## src/rtl/ibex_mem_arbiter.sv

```systemverilog
// Instruction/data arbiter onto one pipelined memory port: round-robin selection,
// request locking until grant, and an in-order FIFO that routes responses back.
module ibex_mem_arbiter #(
  parameter int unsigned MaxOutstanding = 2
) (
  input  logic        clk_i,
  input  logic        rst_i,
  input  logic        instr_req_i,
  output logic        instr_gnt_o,
  output logic        instr_rvalid_o,
  input  logic [31:0] instr_addr_i,
  output logic [31:0] instr_rdata_o,
  output logic        instr_err_o,
  input  logic        data_req_i,
  output logic        data_gnt_o,
  output logic        data_rvalid_o,
  input  logic        data_we_i,
  input  logic [3:0]  data_be_i,
  input  logic [31:0] data_addr_i,
  input  logic [31:0] data_wdata_i,
  output logic [31:0] data_rdata_o,
  output logic        data_err_o,
  output logic        mem_req_o,
  input  logic        mem_gnt_i,
  input  logic        mem_rvalid_i,
  output logic        mem_we_o,
  output logic [3:0]  mem_be_o,
  output logic [31:0] mem_addr_o,
  output logic [31:0] mem_wdata_o,
  input  logic [31:0] mem_rdata_i,
  input  logic        mem_err_i,
  output logic [2:0]  outstanding_o,
  output logic        protocol_err_o
);

  typedef enum logic {SRC_INSTR = 1'b0, SRC_DATA = 1'b1} src_e;

  localparam logic [2:0] MaxCnt  = 3'(MaxOutstanding);
  localparam logic [1:0] LastIdx = 2'(MaxOutstanding - 1);

  src_e       r_fifo [4];
  logic [1:0] r_wptr;
  logic [1:0] r_rptr;
  logic [2:0] r_count;
  logic       r_lock;
  src_e       r_lock_src;
  src_e       r_last_grant;
  logic       r_protocol_err;

  src_e       w_sel;
  src_e       w_head;
  logic       w_sel_req;
  logic       w_full;
  logic       w_push;
  logic       w_pop;
  logic       w_stray;

  // A locked source keeps the port until granted so attributes never change mid-request.
  always_comb begin
    w_sel = SRC_INSTR;
    if (r_lock) begin
      w_sel = r_lock_src;
    end else if (instr_req_i && data_req_i) begin
      w_sel = (r_last_grant == SRC_INSTR) ? SRC_DATA : SRC_INSTR;
    end else if (data_req_i) begin
      w_sel = SRC_DATA;
    end
  end

  assign w_full    = (r_count == MaxCnt);
  assign w_sel_req = (w_sel == SRC_DATA) ? data_req_i : instr_req_i;
  assign w_push    = mem_req_o && mem_gnt_i;
  assign w_pop     = mem_rvalid_i && (r_count != '0) && !rst_i;
  assign w_stray   = mem_rvalid_i && (r_count == '0);
  assign w_head    = r_fifo[r_rptr];

  assign mem_req_o   = w_sel_req && !w_full && !rst_i;
  assign mem_we_o    = (w_sel == SRC_DATA) ? data_we_i    : 1'b0;
  assign mem_be_o    = (w_sel == SRC_DATA) ? data_be_i    : 4'b1111;
  assign mem_addr_o  = (w_sel == SRC_DATA) ? data_addr_i  : instr_addr_i;
  assign mem_wdata_o = (w_sel == SRC_DATA) ? data_wdata_i : '0;

  assign instr_gnt_o    = w_push && (w_sel == SRC_INSTR);
  assign data_gnt_o     = w_push && (w_sel == SRC_DATA);
  assign instr_rvalid_o = w_pop && (w_head == SRC_INSTR);
  assign data_rvalid_o  = w_pop && (w_head == SRC_DATA);
  assign instr_err_o    = instr_rvalid_o && mem_err_i;
  assign data_err_o     = data_rvalid_o && mem_err_i;
  assign instr_rdata_o  = mem_rdata_i;
  assign data_rdata_o   = mem_rdata_i;

  assign outstanding_o  = r_count;
  assign protocol_err_o = r_protocol_err;

  always_ff @(posedge clk_i) begin
    if (!rst_i && w_push) begin
      r_fifo[r_wptr] <= w_sel;
    end
  end

  always_ff @(posedge clk_i) begin
    if (rst_i) begin
      r_wptr         <= '0;
      r_rptr         <= '0;
      r_count        <= '0;
      r_lock         <= 1'b0;
      r_lock_src     <= SRC_INSTR;
      r_last_grant   <= SRC_INSTR;
      r_protocol_err <= 1'b0;
    end else begin
      if (w_push) begin
        r_wptr       <= (r_wptr == LastIdx) ? '0 : r_wptr + 2'd1;
        r_last_grant <= w_sel;
      end
      if (w_pop) begin
        r_rptr <= (r_rptr == LastIdx) ? '0 : r_rptr + 2'd1;
      end
      if (w_push && !w_pop) begin
        r_count <= r_count + 3'd1;
      end else if (!w_push && w_pop) begin
        r_count <= r_count - 3'd1;
      end
      // mem_req_o is already low when full, so the lock can never capture a stalled slot.
      if (w_push) begin
        r_lock <= 1'b0;
      end else if (mem_req_o) begin
        r_lock     <= 1'b1;
        r_lock_src <= w_sel;
      end
      if (w_stray) begin
        r_protocol_err <= 1'b1;
      end
    end
  end

endmodule
```

## config.mk

```make
export PLATFORM = sky130hd
export DESIGN_NAME = ibex_mem_arbiter
export DESIGN_NICKNAME = d
export VERILOG_FILES = /design/src/rtl/ibex_mem_arbiter.sv
export SDC_FILE = /design/constraint.sdc
export NUM_CORES = 1
export LEC_CHECK = 0
export CAP_MARGIN = 5
export CORE_AREA = 3 3 109 111
export DETAILED_ROUTE_END_ITERATION = 10
export DIE_AREA = 0 0 112 114
export PLACE_DENSITY = 0.72
export SLEW_MARGIN = 40
export SYNTH_ARGS = -nofsm -noshare
export SYNTH_HDL_FRONTEND = slang
export SYNTH_SLANG_ARGS = --single-unit
```

## constraint.sdc

```tcl
create_clock -name clk_i -period 2.46 [get_ports clk_i]
set_input_delay 0.369 -clock clk_i [delete_from_list [all_inputs] [get_ports clk_i]]
set_output_delay 0.369 -clock clk_i [all_outputs]
set_load 0.01 [all_outputs]
```

==> results.sh, run 1 <==
export IMPL_clk_skew_ps=2.86
export IMPL_highest_cell_delay_on_the_worst_timing_path_ps=600
export IMPL_die_area_um2=12800
export IMPL_most_common_layout_cells="124 x sky130_fd_sc_hd__clkdlybuf4s50_1, 59 x sky130_fd_sc_hd__dlygate4sd2_1, 33 x sky130_fd_sc_hd__mux2_2, 32 x sky130_fd_sc_hd__nor2b_1, 13 x sky130_fd_sc_hd__buf_4"
export IMPL_postSynth_topFlopCell="sky130_fd_sc_hd__dfxtp_1"
export IMPL_drc_errors=0
export IMPL_drt_pre_antenna_iters=4
export IMPL_required_ps=2090
export IMPL_tritoncts_sinks=17
export IMPL_yosysSeqAreaShare_pct=19.5
export IMPL_worst_hold_slack_ps=476
export IMPL_layout_setup_ws_ps=130
export IMPL_synth_lib_cells_used_distinct=39
export IMPL_drive_gt1_share_pct=20.1
export IMPL_worst_path_max_delay_cell="sky130_fd_sc_hd__clkdlybuf4s50_1"
export IMPL_reg2reg_setup_slack_ps=170
export IMPL_min_delay_path_depth=1
export IMPL_layout_commonest_cell="sky130_fd_sc_hd__clkdlybuf4s50_1"
export IMPL_count_of_buffer_and_inverter_cells_on_the_critical_path=3
export IMPL_grt_start_max_net_pins=29
export IMPL_synth_area_um2=1950
export IMPL_final_hold_violation_count=0
export IMPL_post_place_ws_ps=-246
export IMPL_synth_enable_flop_cells=4
export IMPL_die_h_um=114
export IMPL_worstHoldPathType="reg2reg"
export IMPL_worst_slew_margin_rel_pct=78.6
export IMPL_cp_start_kind="flip-flop"
export IMPL_cellPowerDensity_nw_per_um2=469
export IMPL_rsz_0062_raised_after_global_routing="false"
export IMPL_dp_hpwl_um=6530
export IMPL_max_cap_violations=0
export IMPL_drt_total_wl_um=7680
export IMPL_drtAntennaViolNets=0
export IMPL_cts_root_buffer="sky130_fd_sc_hd__clkbuf_8"
export IMPL_rr_worst_depth=10
export IMPL_clock_buffers_created_by_tritoncts=3
export IMPL_grt_overflow=0
export IMPL_final_setup_tns_ps=0
export IMPL_finalCritPeriodShare_pct=94.7
export IMPL_synth_fp_nets=362
export IMPL_maximum_level_of_the_cts_h_tree=1
export IMPL_cp_num_cells=6
export IMPL_worst_setup_path_type="reg2out"
export IMPL_max_clock_freq_mhz=429
export IMPL_tritoncts="done"
export IMPL_per_cell_via_count_in_the_routed_design=3.86
export IMPL_ys_warn_count=0
export IMPL_setup_viol=0
export IMPL_buffer_ports_inserted=187
export IMPL_placementRows=38
export IMPL_cells_after_synth=220
export IMPL_cts_reportedPaths_clkPinSlew_ps=60
export IMPL_max_vdd_ir_drop_v=0.000237
export IMPL_number_of_global_route_vias_before_repair=2051
export IMPL_endpoint_kind="output port"
export IMPL_crit_top_cell="sky130_fd_sc_hd__buf_12"
export IMPL_final_core_util_pct=33.9
export IMPL_result_of_the_run="completed"
export IMPL_gp_congestion=0.777
export IMPL_core_region_area_um2=10900
export IMPL_die_width_um=112
export IMPL_num_vias=1928
export IMPL_fin_area_um2=3690
export IMPL_antenna_found_initial=2
export IMPL_crit_path_max_fanout=14
export IMPL_worstSkewPairLatency_ps=250
export IMPL_layout_min_cycle_time_ps=2330
export IMPL_syn_avg_cell_area_um2=8.88
export IMPL_syn_to_final_growth_pct=89.1
export IMPL_worst_path_arrival_ps=1960
export IMPL_power_static_leakage_nw=1.57
export IMPL_cell_breakdown_of_the_critical_path="nand2_1 > a21boi_4 > buf_12 > buf_12 > nor3_2 > clkdlybuf4s50_1"
export IMPL_grtUsageTotal_pct=10.9
export IMPL_critical_path_top_delay_family="buffers and inverters"
export IMPL_drt_iter0_markers=43
export IMPL_placed_cell_area_um2=3590
export IMPL_synth_seq_cells=17
export IMPL_tightestPinTransition_ps=318
export IMPL_first_pass_grt_wire_length_um=11000
export IMPL_routed_wire_length_per_instance_um=15.4
export IMPL_async_flop_share_pct=0
export IMPL_nNetsFinal=501
export IMPL_initial_utilization_pct=17.9
export IMPL_cts_buffer_depth=2
export IMPL_ioPinCount=284
export IMPL_report_final_slew_viol_count=0
==> power breakdown <==
group	internal [W]	switching (W)
combinational	0.000690	0.000448
sequential	0.000341	0.0000531
clock	0.000115	0.0000870
total	0.00114	0.000588
==> metal layers <==
| layer | global-route usage (%) | part of all wire [%] | vias to the layer above | wire (um) |
|---|---|---|---|---|
| li1 | - | - | 934 | - |
| met1 | 12.2 | 38 | 852 | 2940 |
| met2 | 19.9 | 50 | 114 | 3840 |
| met3 | 3.34 | 10 | 28 | 782 |
| met4 | 3.13 | 1.6 | 0 | 121 |
| met5 | 0 | 0 | - | 0 |
==> cell usage after synthesis (3+ instances only) <==
cell	n	area share, %
sky130_fd_sc_hd__buf_4	64	25
sky130_fd_sc_hd__mux2_2	33	19
sky130_fd_sc_hd__nor2b_1	33	11
sky130_fd_sc_hd__dfxtp_1	13	13
sky130_fd_sc_hd__nor2_1	10	1.9
sky130_fd_sc_hd__inv_1	5	0.96
sky130_fd_sc_hd__a21oi_1	4	1.0
sky130_fd_sc_hd__edfxtp_1	4	6.2
sky130_fd_sc_hd__nand2_1	4	0.77
sky130_fd_sc_hd__nor3_1	4	1.0
sky130_fd_sc_hd__or2_2	4	1.3
sky130_fd_sc_hd__buf_6	3	1.7
sky130_fd_sc_hd__nand2b_1	3	0.96
sky130_fd_sc_hd__nor3b_1	3	1.2
sky130_fd_sc_hd__o21ai_0	3	0.77
==> worst register-to-register path, delay by kind of cell, from the launching register on <==
kind	cells	cell delay, ps
buffers and inverters	2	110
XOR/XNOR	1	160
adder cells (fa/ha/maj)	2	520
flip-flops	1	430
AO/OA/AOI/OAI	2	260
AND/OR/NAND/NOR	3	750
==> cells by family after synthesis <==
family	synth area share, %
DFF	19.5
and+or+nand+nor	22.5
buffers and inverters	28.7
AOI/OAI and AO/OA	4.87
adders and majority gates	1.67
xor gates and xnor gates	1.35
muxes	21.5
==> layout make-up <==
type | count | area, um2
multi-input cells | 125 | 1020
well taps | 140 | 175
repair buffers | 206 | 2040
diodes | 1 | 2.50
flip-flops and latches | 17 | 383
inverters | 6 | 22.5
fillers | 1143 | 7190
clock buffers | 4 | 45.0
==> timing repair <==
item | CTS | global route
endpoints found under the setup margin | 53 | 38
pin swaps | 0 | 2
hold buffers | 0 | 0
resized for setup | 64 | 6
hold endpoints to repair | 0 | 0
cloned | 1 | 2
buffers inserted | 1 | 1
==> final timing paths <==
path                                                       to                          start
worst max-delay path                               data_gnt_o            r_lock$_SDFFE_PP0N_
worst min-delay path                                flip-flop         r_rptr[1]$_SDFFE_PP0P_
worst max register to register  outstanding_o[2]$_SDFFE_PP0P_  outstanding_o[2]$_SDFFE_PP0P_
worst min register to register                      flip-flop         r_rptr[1]$_SDFFE_PP0P_
==> through the flow <==
step | cells | total power [W]
2_1_floorplan | 220 | 0.00101
3_3_place_gp | 489 | 0.00153
3_5_place_dp | 489 | 0.00155
4_1_cts | 495 | 0.00170
5_1_grt | 498 | 0.00186
6_report | 499 | 0.00173
No activity file was read; power rests on OpenSTA's default activity.
==> run 2: changes to the inputs <==
--- a/config.mk
+++ b/config.mk
@@ -6,9 +6,10 @@
 export NUM_CORES = 1
 export LEC_CHECK = 0
 export CAP_MARGIN = 5
-export CORE_AREA = 3 3 109 111
+export CORE_AREA = 3 3 111 113
+export CTS_CLUSTER_SIZE = 25
 export DETAILED_ROUTE_END_ITERATION = 10
-export DIE_AREA = 0 0 112 114
+export DIE_AREA = 0 0 114 116
 export PLACE_DENSITY = 0.72
 export SLEW_MARGIN = 40
 export SYNTH_ARGS = -nofsm -noshare
==> constraint.sdc (replaced) <==
create_clock -name clk_i -period 2.1 [get_ports clk_i]
set_input_delay 0.315 -clock clk_i [delete_from_list [all_inputs] [get_ports clk_i]]
set_output_delay 0.315 -clock clk_i [all_outputs]
set_load 0.01 [all_outputs]
==> results.sh, run 2 (synthesis results as in run 1) <==
export IMPL_result_of_the_run="complete, but fails checks"
export IMPL_failing_checks="negative setup slack"
export IMPL_drive_gt1_share_pct=41.0
export IMPL_maximum_level_of_the_cts_h_tree=1
export IMPL_endpoint_kind="flip-flop"
export IMPL_clock_buffers_created_by_tritoncts=3
export IMPL_clk_skew_ps=1.66
export IMPL_gp_congestion=0.773
export IMPL_final_hold_violation_count=0
export IMPL_num_vias=2031
export IMPL_nNetsFinal=516
export IMPL_crit_path_max_fanout=3
export IMPL_drt_iter0_markers=25
export IMPL_max_vdd_ir_drop_v=0.000240
export IMPL_max_cap_violations=0
export IMPL_placementRows=39
export IMPL_grt_start_max_net_pins=29
export IMPL_number_of_global_route_vias_before_repair=2181
export IMPL_core_region_area_um2=11400
export IMPL_drt_pre_antenna_iters=4
export IMPL_cp_start_kind="flip-flop"
export IMPL_buffer_ports_inserted=187
export IMPL_drt_total_wl_um=8540
export IMPL_per_cell_via_count_in_the_routed_design=3.94
export IMPL_drtAntennaViolNets=0
export IMPL_cts_buffer_depth=2
export IMPL_required_ps=2280
export IMPL_report_final_slew_viol_count=0
export IMPL_die_width_um=114
export IMPL_worst_slew_margin_rel_pct=77.9
export IMPL_power_static_leakage_nw=1.69
export IMPL_die_h_um=116
export IMPL_layout_setup_ws_ps=-85.0
export IMPL_highest_cell_delay_on_the_worst_timing_path_ps=350
export IMPL_final_setup_tns_ps=-85.0
export IMPL_dp_cells=496
export IMPL_nFillCells=1190
export IMPL_layout_min_cycle_time_ps=2180
export IMPL_worst_path_arrival_ps=2360
export IMPL_worstSkewPairLatency_ps=250
export IMPL_layout_commonest_cell="sky130_fd_sc_hd__clkdlybuf4s50_1"
export IMPL_insertedDiodeCount=0
export IMPL_tritoncts_sinks=17
export IMPL_worstHoldPathType="in2reg"
export IMPL_dp_hpwl_um=6910
export IMPL_setup_viol=1
export IMPL_cellPowerDensity_nw_per_um2=620
export IMPL_die_area_um2=13200
export IMPL_antenna_found_initial=0
export IMPL_tritoncts="done"
export IMPL_initial_utilization_pct=17.1
export IMPL_ioPinCount=284
export IMPL_rsz_0062_raised_after_global_routing="true"
export IMPL_min_delay_path_depth=3
export IMPL_grtUsageTotal_pct=11.7
export IMPL_worst_setup_path_type="reg2reg"
export IMPL_worst_path_max_delay_cell="sky130_fd_sc_hd__dfxtp_4"
export IMPL_rr_worst_depth=10
export IMPL_drc_errors=0
export IMPL_finalCritPeriodShare_pct=104
export IMPL_grt_overflow=0
export IMPL_routed_wire_length_per_instance_um=16.6
export IMPL_first_pass_grt_wire_length_um=12000
export IMPL_tightestPinTransition_ps=328
export IMPL_cts_reportedPaths_clkPinSlew_ps=50
export IMPL_sequential_cell_area_um2=390
export IMPL_syn_to_final_growth_pct=96.8
export IMPL_instances_no_fill=516
export IMPL_cell_breakdown_of_the_critical_path="or3b_4 > o221ai_4 > or2_4 > inv_4 > ha_4 > inv_2 > fa_2 > xor2_1 > or3_1 > a21oi_2"
export IMPL_cts_root_buffer="sky130_fd_sc_hd__clkbuf_16"
export IMPL_max_clock_freq_mhz=458
export IMPL_most_common_layout_cells="108 x sky130_fd_sc_hd__clkdlybuf4s50_1, 31 x sky130_fd_sc_hd__nor2b_1, 29 x sky130_fd_sc_hd__clkbuf_2, 22 x sky130_fd_sc_hd__mux2_2, 22 x sky130_fd_sc_hd__buf_4"
export IMPL_area_used_by_multi_input_combinational_logic_um2=1110
-- run 2: cell types whose count changed in the layout (fill, tap and decap cells not counted), moves of 3 or more --
cell,delta
sky130_fd_sc_hd__mux2_4,+11
sky130_fd_sc_hd__clkbuf_2,+29
sky130_fd_sc_hd__mux2_2,-11
sky130_fd_sc_hd__clkbuf_8,-3
sky130_fd_sc_hd__clkdlybuf4s15_1,+7
sky130_fd_sc_hd__buf_2,+12
sky130_fd_sc_hd__buf_4,+9
sky130_fd_sc_hd__buf_16,+3
sky130_fd_sc_hd__dlygate4sd2_1,-45
sky130_fd_sc_hd__buf_6,+17
sky130_fd_sc_hd__clkdlybuf4s50_1,-16
-- run 2: area by class of cell --
type	instances	share of cell area [%]
clock inverter	1	0.130
sequential	17	10.2
inverter	6	0.651
multi-input combinational	125	28.8
timing repair buffer	221	53.7
clock buffer	3	1.95
tap	143	4.65
-- run 2: layer usage --
metal  track usage [%]  part of all wire, %  vias to the layer above  wire length [um]
met3              3.13                  9.1                       16               781
met2              23.9                   56                      136              4790
met1              11.3                   33                      920              2790
met4              3.33                  2.1                        0               180
met5                 0                    0                        -                 0
li1                  -                    -                      959                 -
-- run 2: metrics by stage --
stage	setup WS, ps	utilization [%]	hold WS (ps)	power [W]	instance area [um2]
after floorplan	-69.1	-	445	0.00121	1980
after global placement	-473	31.8	455	0.00184	3640
after detailed placement	-499	31.8	464	0.00186	3640
after CTS	-86.7	34.0	481	0.00238	3880
after global routing	-198	33.7	472	0.00254	3840
final	-85.0	33.7	418	0.00238	3840
-- run 2: worst max-delay path, delay by kind of cell, from the launching register on --
kind / cells / cell delay, ps
flops: 1 / 350
fa+ha+maj: 2 / 460
compound gates: 2 / 220
xor+xnor: 1 / 150
buf+inv: 2 / 90
simple gates: 3 / 840
-- run 2: power by group --
group | switching (W) | internal (W)
combinational | 0.000612 | 0.000937
sequential | 0.0000516 | 0.000406
clock | 0.000123 | 0.000255
-- run 2: timing repair --
| item | 4_1_cts | 5_1_grt |
|---|---|---|
| resized for setup | 187 | 89 |
| hold buffers | 0 | 0 |
| cloned | 4 | 0 |
| pin swaps | 3 | 1 |
| setup buffers | 10 | 2 |
| setup endpoints to repair | 78 | 39 |
-- run 2: final timing paths --
check,from,slack [ps],to
hold reg to reg,r_rptr[1]$_SDFFE_PP0P_,480,r_rptr[1]$_SDFFE_PP0P_
setup / recovery,outstanding_o[1]$_SDFFE_PP0P_,-80,outstanding_o[2]$_SDFFE_PP0P_
hold / removal,mem_rvalid_i,420,protocol_err_o$_SDFFE_PP0P_
setup reg to reg,outstanding_o[1]$_SDFFE_PP0P_,-80,outstanding_o[2]$_SDFFE_PP0P_
